### config.mk
export PLATFORM = sky130hd
export DESIGN_NAME = commit_stream_fifo
export DESIGN_NICKNAME = d
export VERILOG_FILES = /design/src/rtl/commit_stream_checker.sv
export SDC_FILE = /design/constraint.sdc
export NUM_CORES = 1
export LEC_CHECK = 0
export CAP_MARGIN = 20
export CORE_AREA = 2 2 78 80
export CTS_BUF_LIST = sky130_fd_sc_hd__clkbuf_4 sky130_fd_sc_hd__clkbuf_8 sky130_fd_sc_hd__clkbuf_16
export DETAILED_ROUTE_END_ITERATION = 8
export DIE_AREA = 0 0 80 82
export GPL_TIMING_DRIVEN = 0
export PLACE_DENSITY = 0.77
export SLEW_MARGIN = 20
export SYNTH_ARGS = -nofsm -noshare
export SYNTH_HDL_FRONTEND = slang
export SYNTH_SLANG_ARGS = --single-unit
### constraint.sdc
create_clock -name clk_i -period 2.8 [get_ports clk_i]
set_input_delay 0.42 -clock clk_i [delete_from_list [all_inputs] [get_ports clk_i]]
set_output_delay 0.42 -clock clk_i [all_outputs]
set_load 0.05 [all_outputs]
### src/rtl/commit_stream_checker.sv
// commit_stream_checker: buffers the DUT and golden-model retire streams in two
// FIFOs, compares them head to head and reports pass/fail with the first
// divergent commit captured.

// Single-clock FIFO holding packed commit records; head is registered storage,
// so an entry becomes visible the cycle after it is pushed.
module commit_stream_fifo #(
    parameter int WIDTH = 8,
    parameter int DEPTH = 8
) (
    input  logic             clk_i,
    input  logic             rst_i,
    input  logic             push,
    input  logic             pop,
    input  logic [WIDTH-1:0] din,
    output logic             full,
    output logic             empty,
    output logic [WIDTH-1:0] head
);
    localparam int AW = $clog2(DEPTH);
    localparam logic [AW:0] DEPTH_C = (AW+1)'(DEPTH);

    logic [WIDTH-1:0] mem [DEPTH];
    logic [AW-1:0]    wr_ptr;
    logic [AW-1:0]    rd_ptr;
    logic [AW:0]      count;
    logic             do_push;
    logic             do_pop;

    assign full    = (count == DEPTH_C);
    assign empty   = (count == '0);
    assign head    = mem[rd_ptr];
    assign do_pop  = pop && !empty;
    // A full FIFO still accepts a push when the head leaves in the same cycle.
    assign do_push = push && (!full || do_pop);

    // Entry storage, written only on an accepted push.
    // NOTE: the storage array has no reset; count alone decides which slots are valid.
    always_ff @(posedge clk_i) begin
        if (do_push) mem[wr_ptr] <= din;
    end

    // Pointer and occupancy bookkeeping; pointers wrap naturally (DEPTH is a power of 2).
    // NOTE: state registers use non-blocking assignments so every flop samples pre-edge values.
    always_ff @(posedge clk_i) begin
        if (rst_i) begin
            wr_ptr <= '0;
            rd_ptr <= '0;
            count  <= '0;
        end else begin
            if (do_push) wr_ptr <= wr_ptr + 1'b1;
            if (do_pop)  rd_ptr <= rd_ptr + 1'b1;
            case ({do_push, do_pop})
                2'b10:   count <= count + 1'b1;
                2'b01:   count <= count - 1'b1;
                default: ;
            endcase
        end
    end
endmodule


==> results of run 1 <==
final cells by class:
cell class	instances	area share
Inverter	3	0.00304
Buffer	8	0.0176
Multi-Input combinational cell	87	0.261
Tap cell	75	0.0253
Timing Repair Buffer	22	0.0561
Clock buffer	14	0.0453
Clock inverter	2	0.00270
Sequential cell	77	0.589
worst max-delay path, stage by stage, from the launching register on:
cell and delay [ns]:
dfxtp_1 0.52, buf_2 0.34, mux4_2 0.36, mux2_2 0.27, dlygate4sd2_1 0.42
metrics by stage:
stage                     setup slack [ns]  setup TNS [ns]  hold WS (ns)  total power, mW
after global routing               0.00747               0         0.584             3.49
after detailed placement            0.0487               0         0.522             2.67
final                                0.138               0         0.539             3.33
after global placement              -0.337           -3.35         0.519             2.59
after CTS                            0.102               0         0.549             3.35
after floorplan                      0.556               0         0.485             2.34
kinds of logic (layout without fill, tap and decap cells):
kind of cell | Yosys count | after routing
AO/OA/AOI/OAI | 13 | 13
XOR/XNOR | 7 | 7
flip-flops | 77 | 77
buffers and inverters | 12 | 49
AND/OR/NAND/NOR | 35 | 35
multiplexers | 27 | 27
adder cells (fa/ha/maj) | 5 | 5
what timing repair did:
item,4_1_cts,5_1_grt
hold buffers,0,0
endpoints found under the setup margin,8,0
resized for setup,8,0
cell usage in the layout (no fill, tap or decap), types with 6 or more instances in the layout:
cell / synthesis / final
clkbuf_8: 0 / 10
clkdlybuf4s50_1: 0 / 13
mux4_2: 6 / 6
edfxtp_1: 64 / 64
dfxtp_1: 13 / 13
mux2_2: 8 / 8
mux4_1: 10 / 10
nor2_1: 15 / 15
dlygate4sd2_1: 0 / 8
flip-flops by register name (all words and copies together), names as in the netlist, named ones only:
register,count
wr_ptr,3
count,4
rd_ptr,3
mem,64
report_power, final:
part	switching (mW)	total (mW)	internal, mW
Sequential	0.0794	1.41	1.33
Combinational	0.672	1.18	0.512
Clock	0.350	0.734	0.383
Total	1.10	3.33	2.23
routing by layer:
metal	vias up	track usage	wire, µm
li1	764	-	-
met1	821	0.216	2150
met2	42	0.337	2940
met3	11	0.0527	279
met4	0	0.0881	112
met5	-	0	0
how the worst min path moves through the flow:
stage,endpoint,slack (ns),depth (start not counted)
after detailed placement,rd_ptr[2],0.52,2
after global routing,register,0.58,2
after global placement,rd_ptr[0],0.52,2
after floorplan,register,0.48,2
final,rd_ptr[2],0.54,2
after CTS,register,0.55,2
==> results.sh, run 1 <==
export IMPL_synth_top_family_by_area="multiplexers"
export IMPL_layout_nets=225
export IMPL_synth_top_cells_by_area="edfxtp_1 60%, mux4_1 8.2%, dfxtp_1 8.1%"
export IMPL_first_pass_iters=4
export IMPL_leakage_nw=1.27
export IMPL_grt_max_degree=13
export IMPL_pin_count=22
export IMPL_syn_nets=193
export IMPL_fin_area_mm2=0.00370
export IMPL_placed_area_mm2=0.00354
export IMPL_drtAntennaViolNets=0
export IMPL_rows=28
export IMPL_cap_violations=0
export IMPL_critPathArrivalTime_ns=2.24
export IMPL_drive_gt1_frac=0.216
export IMPL_htree_levels=3
export IMPL_vias=1638
export IMPL_yosys_mux_area_fraction=0.162
export IMPL_die_w_um=80
export IMPL_gr_total_overflow=0
export IMPL_path_clk_slew_ns=0.07
export IMPL_hp_class="register to register"
export IMPL_grt_pass1_vias=1694
export IMPL_synth_fa_ha_area_frac=0.0219
export IMPL_crit_type="register to primary output"
export IMPL_wirelength_um=5480
export IMPL_seqCellArea_mm2=0.00218
export IMPL_synth_edf_count=64
export IMPL_drt_initial_drc_count=164
export IMPL_status="finished clean"
export IMPL_route_detailed_drc=0
export IMPL_setup_viol=0
export IMPL_cp_required_ns=2.38
export IMPL_instances_no_fill=288
export IMPL_start_kind="register"
export IMPL_relSlewSlack=0.417
export IMPL_cp_endpoint="head[0]"
export IMPL_synth_most_common_cell="edfxtp_1"
export IMPL_yosysWarningCount=0
export IMPL_reg2reg_to="count[3]"
export IMPL_ff2ff_setup_slack_ns=0.24
export IMPL_async_reset_ff_frac=0
export IMPL_syn_area_per_cell_um2=18.2
export IMPL_r2r_start="count[1]"
export IMPL_critPathCaptureType="primary output"
export IMPL_netlist_top_cell_by_area="edfxtp_1"
export IMPL_ys_seq_elements=77
export IMPL_max_freq_mhz=376
export IMPL_globalplace_congestion=0.776
export IMPL_final_core_util=0.645
export IMPL_ir_drop_mv=0.681
export IMPL_wl_per_cell_um=19.0
export IMPL_hold_viol_final=0
export IMPL_die_h_um=82
export IMPL_ys_types=39
export IMPL_worstRegToRegCells=10
export IMPL_min_period_over_period=0.951
export IMPL_drv_slew=0
export IMPL_core_mm2=0.00575
export IMPL_post_cts_buffers=0
export IMPL_synth_compound_area_frac=0.0363
export IMPL_fin_crit_ns=2.66
export IMPL_synth_xor_xnor_area_share=0.0191
export IMPL_cts_root_buf="clkbuf_8"
export IMPL_post_place_cells=273
export IMPL_clock_skew_ns=0.00859
export IMPL_antenna_found_initial=0
export IMPL_cts_sinks=77
export IMPL_dp_hpwl_um=3730
export IMPL_post_drt_via_cell_ratio=5.69
export IMPL_clk_latency_ns=0.34
export IMPL_synth_cell_area_mm2=0.00320
export IMPL_synth_flop_cell="edfxtp_1"
export IMPL_seq_area_frac_synth=0.681
export IMPL_syn_inst=176
export IMPL_powerDensity_mw_per_mm2=899
export IMPL_start_util=0.557
export IMPL_crit_fanout=10
export IMPL_numCtsBuffers=9
export IMPL_diodes=0
export IMPL_grt_use_total=0.191
export IMPL_synth_top_cells_by_count="64 x edfxtp_1, 15 x nor2_1, 13 x dfxtp_1, 10 x mux4_1, 8 x mux2_2"
export IMPL_rsz0062_at_grt="no"
export IMPL_cts_tree="yes"
export IMPL_n_fill_cell=414
export IMPL_hp_start="rd_ptr[2]"
export IMPL_clockBufferDepth=2
export IMPL_port_buffers=21
export IMPL_fp_dieArea_mm2=0.00656
export IMPL_grt_pass1_wl_um=8740
export IMPL_synth_top_area_frac=0.600
export IMPL_area_growth_pct=15.7
export IMPL_multi_input_area_um2=967
export IMPL_synth_simple_area_share=0.0547
export IMPL_tightestPinTransition_ns=0.871
Note: power is estimated with default switching activity, not from simulation.
==> run 2: changes to the inputs <==
--- a/config.mk
+++ b/config.mk
@@ -11,6 +11,7 @@
 export DETAILED_ROUTE_END_ITERATION = 8
 export DIE_AREA = 0 0 80 82
 export GPL_TIMING_DRIVEN = 0
+export HOLD_SLACK_MARGIN = 0.12
 export PLACE_DENSITY = 0.77
 export SLEW_MARGIN = 20
 export SYNTH_ARGS = -nofsm -noshare
==> results of run 2 <==
The final DEF is identical to that of run 1; final timing and power are the same.
==> run 3: changes to the inputs <==
--- a/config.mk
+++ b/config.mk
@@ -6,10 +6,11 @@
 export NUM_CORES = 1
 export LEC_CHECK = 0
 export CAP_MARGIN = 20
-export CORE_AREA = 2 2 78 80
+export CORE_AREA = 2 2 75 77
 export CTS_BUF_LIST = sky130_fd_sc_hd__clkbuf_4 sky130_fd_sc_hd__clkbuf_8 sky130_fd_sc_hd__clkbuf_16
 export DETAILED_ROUTE_END_ITERATION = 8
-export DIE_AREA = 0 0 80 82
+export DIE_AREA = 0 0 77 79
+export DONT_BUFFER_PORTS = 1
 export GPL_TIMING_DRIVEN = 0
 export HOLD_SLACK_MARGIN = 0.12
 export PLACE_DENSITY = 0.77
==> run 3 against run 2 <==
Register-to-register slack improved by 0.04 ns. Largest power group unchanged. Design area decreased by 5.8%. Sequential cell count stayed put. Maximum frequency increased by 5.5%. Largest cell class unchanged.
==> results.sh, run 3 (synthesis gave the netlist of run 1 again) <==
export IMPL_drt_initial_drc_count=100
export IMPL_grt_max_degree=13
export IMPL_post_cts_buffers=0
export IMPL_wirelength_um=5270
export IMPL_layout_nets=205
export IMPL_hold_viol_final=0
export IMPL_rows=27
export IMPL_grt_use_total=0.184
export IMPL_start_util=0.600
export IMPL_diodes=0
export IMPL_numCtsBuffers=9
export IMPL_fin_ws_ns=0.278
export IMPL_clk_latency_ns=0.34
export IMPL_drtAntennaViolNets=0
export IMPL_clock_skew_ns=0.00511
export IMPL_post_place_cells=249
export IMPL_largest_reg_flops=64
export IMPL_clockBufferDepth=2
export IMPL_relSlewSlack=0.380
export IMPL_gr_total_overflow=0
export IMPL_htree_levels=3
export IMPL_reg_top3="mem (64), count (4)"
export IMPL_crit_type="register to primary output"
export IMPL_globalplace_congestion=0.754
export IMPL_hold_buffers=0
export IMPL_hp_class="input pin to register"
export IMPL_port_buffers=0
export IMPL_antenna_found_initial=0
export IMPL_cp_required_ns=2.38
export IMPL_grt_pass1_wl_um=8040
export IMPL_path_clk_slew_ns=0.07
export IMPL_wl_per_cell_um=19.9
export IMPL_min_period_over_period=0.901
export IMPL_cap_violations=0
export IMPL_powerDensity_mw_per_mm2=902
export IMPL_setup_viol=0
export IMPL_die_w_um=77
export IMPL_critPathCaptureType="primary output"
export IMPL_core_mm2=0.00534
export IMPL_ir_drop_mv=0.551
export IMPL_pin_count=22
export IMPL_post_place_ws_ns=0.314
export IMPL_critPathArrivalTime_ns=2.10
export IMPL_n_fill_cell=387
export IMPL_regMostFlops="mem"
export IMPL_die_h_um=79
export IMPL_vias=1557
export IMPL_leakage_nw=1.17
export IMPL_layout_common_cells="64 x edfxtp_1, 15 x nor2_1, 13 x dfxtp_1"
export IMPL_cts_root_buf="clkbuf_8"
export IMPL_drive_gt1_frac=0.228
export IMPL_fin_crit_ns=2.52
export IMPL_start_kind="register"
export IMPL_layout_commonest_cell="edfxtp_1"
export IMPL_rsz0062_at_grt="no"
export IMPL_dp_hpwl_um=3440
export IMPL_drv_slew=0
export IMPL_grt_pass1_vias=1606
export IMPL_post_drt_via_cell_ratio=5.88
export IMPL_cts_sinks=77
export IMPL_status="finished clean"
export IMPL_finalSetupTns_ns=0
export IMPL_hold_ws_ns=0.155
export IMPL_tightestPinTransition_ns=0.926
export IMPL_postCtsResizedCells=0
export IMPL_fp_dieArea_mm2=0.00608
export IMPL_crit_fanout=10
export IMPL_instances_no_fill=265
export IMPL_area_growth_pct=8.91
export IMPL_cts_tree="yes"
export IMPL_total_power_mw=3.15
export IMPL_route_detailed_drc=0
export IMPL_max_freq_mhz=396
export IMPL_first_pass_iters=4
[run 3: final cells by class]
type	instances	area, µm²	area share
Inverter	3	11.3	0.00323
Clock buffer	10	131	0.0377
Tap cell	72	90.1	0.0258
Timing Repair Buffer	1	7.51	0.00215
Clock inverter	6	30.0	0.00861
Multi-Input combinational cell	87	967	0.277
Buffer	9	68.8	0.0197
Sequential cell	77	2180	0.626
[run 3: path summary, 6_finish.rpt]
check,slack (ns),startpoint,cells past startpoint,end
min reg2reg,0.56,rd_ptr[1],2,rd_ptr[1]
max reg2reg,0.28,count[1],10,count[3]
min,0.15,rst_i,1,count[1]
max,0.28,register,4,head[1]
[run 3: per-stage QoR]
stage	cell area, µm²	utilization
finish	3490	0.654
global route	3490	0.654
CTS	3490	0.654
detailed placement	3330	0.623
global placement	3290	0.617
floorplan	3200	-
[run 3: critical path, cell delays in order (launching register included)]
cell and delay, ns:
dfxtp_1 0.32, clkbuf_1 0.34, buf_2 0.35, mux4_2 0.35, mux2_2 0.41
[run 3: power by group]
group          internal (mW)  switching [mW]
Clock                  0.321           0.369
Combinational          0.420           0.636
Sequential              1.33          0.0682
Total                   2.07            1.07
[run 3: layer usage]
layer  GRT usage  part of all wire  vias to the layer above
met4      0.0786             0.012                        0
met2       0.314              0.52                       29
met5           0                 0                        -
li1            -                 -                      724
met3      0.0568             0.043                        6
met1       0.220              0.42                      798
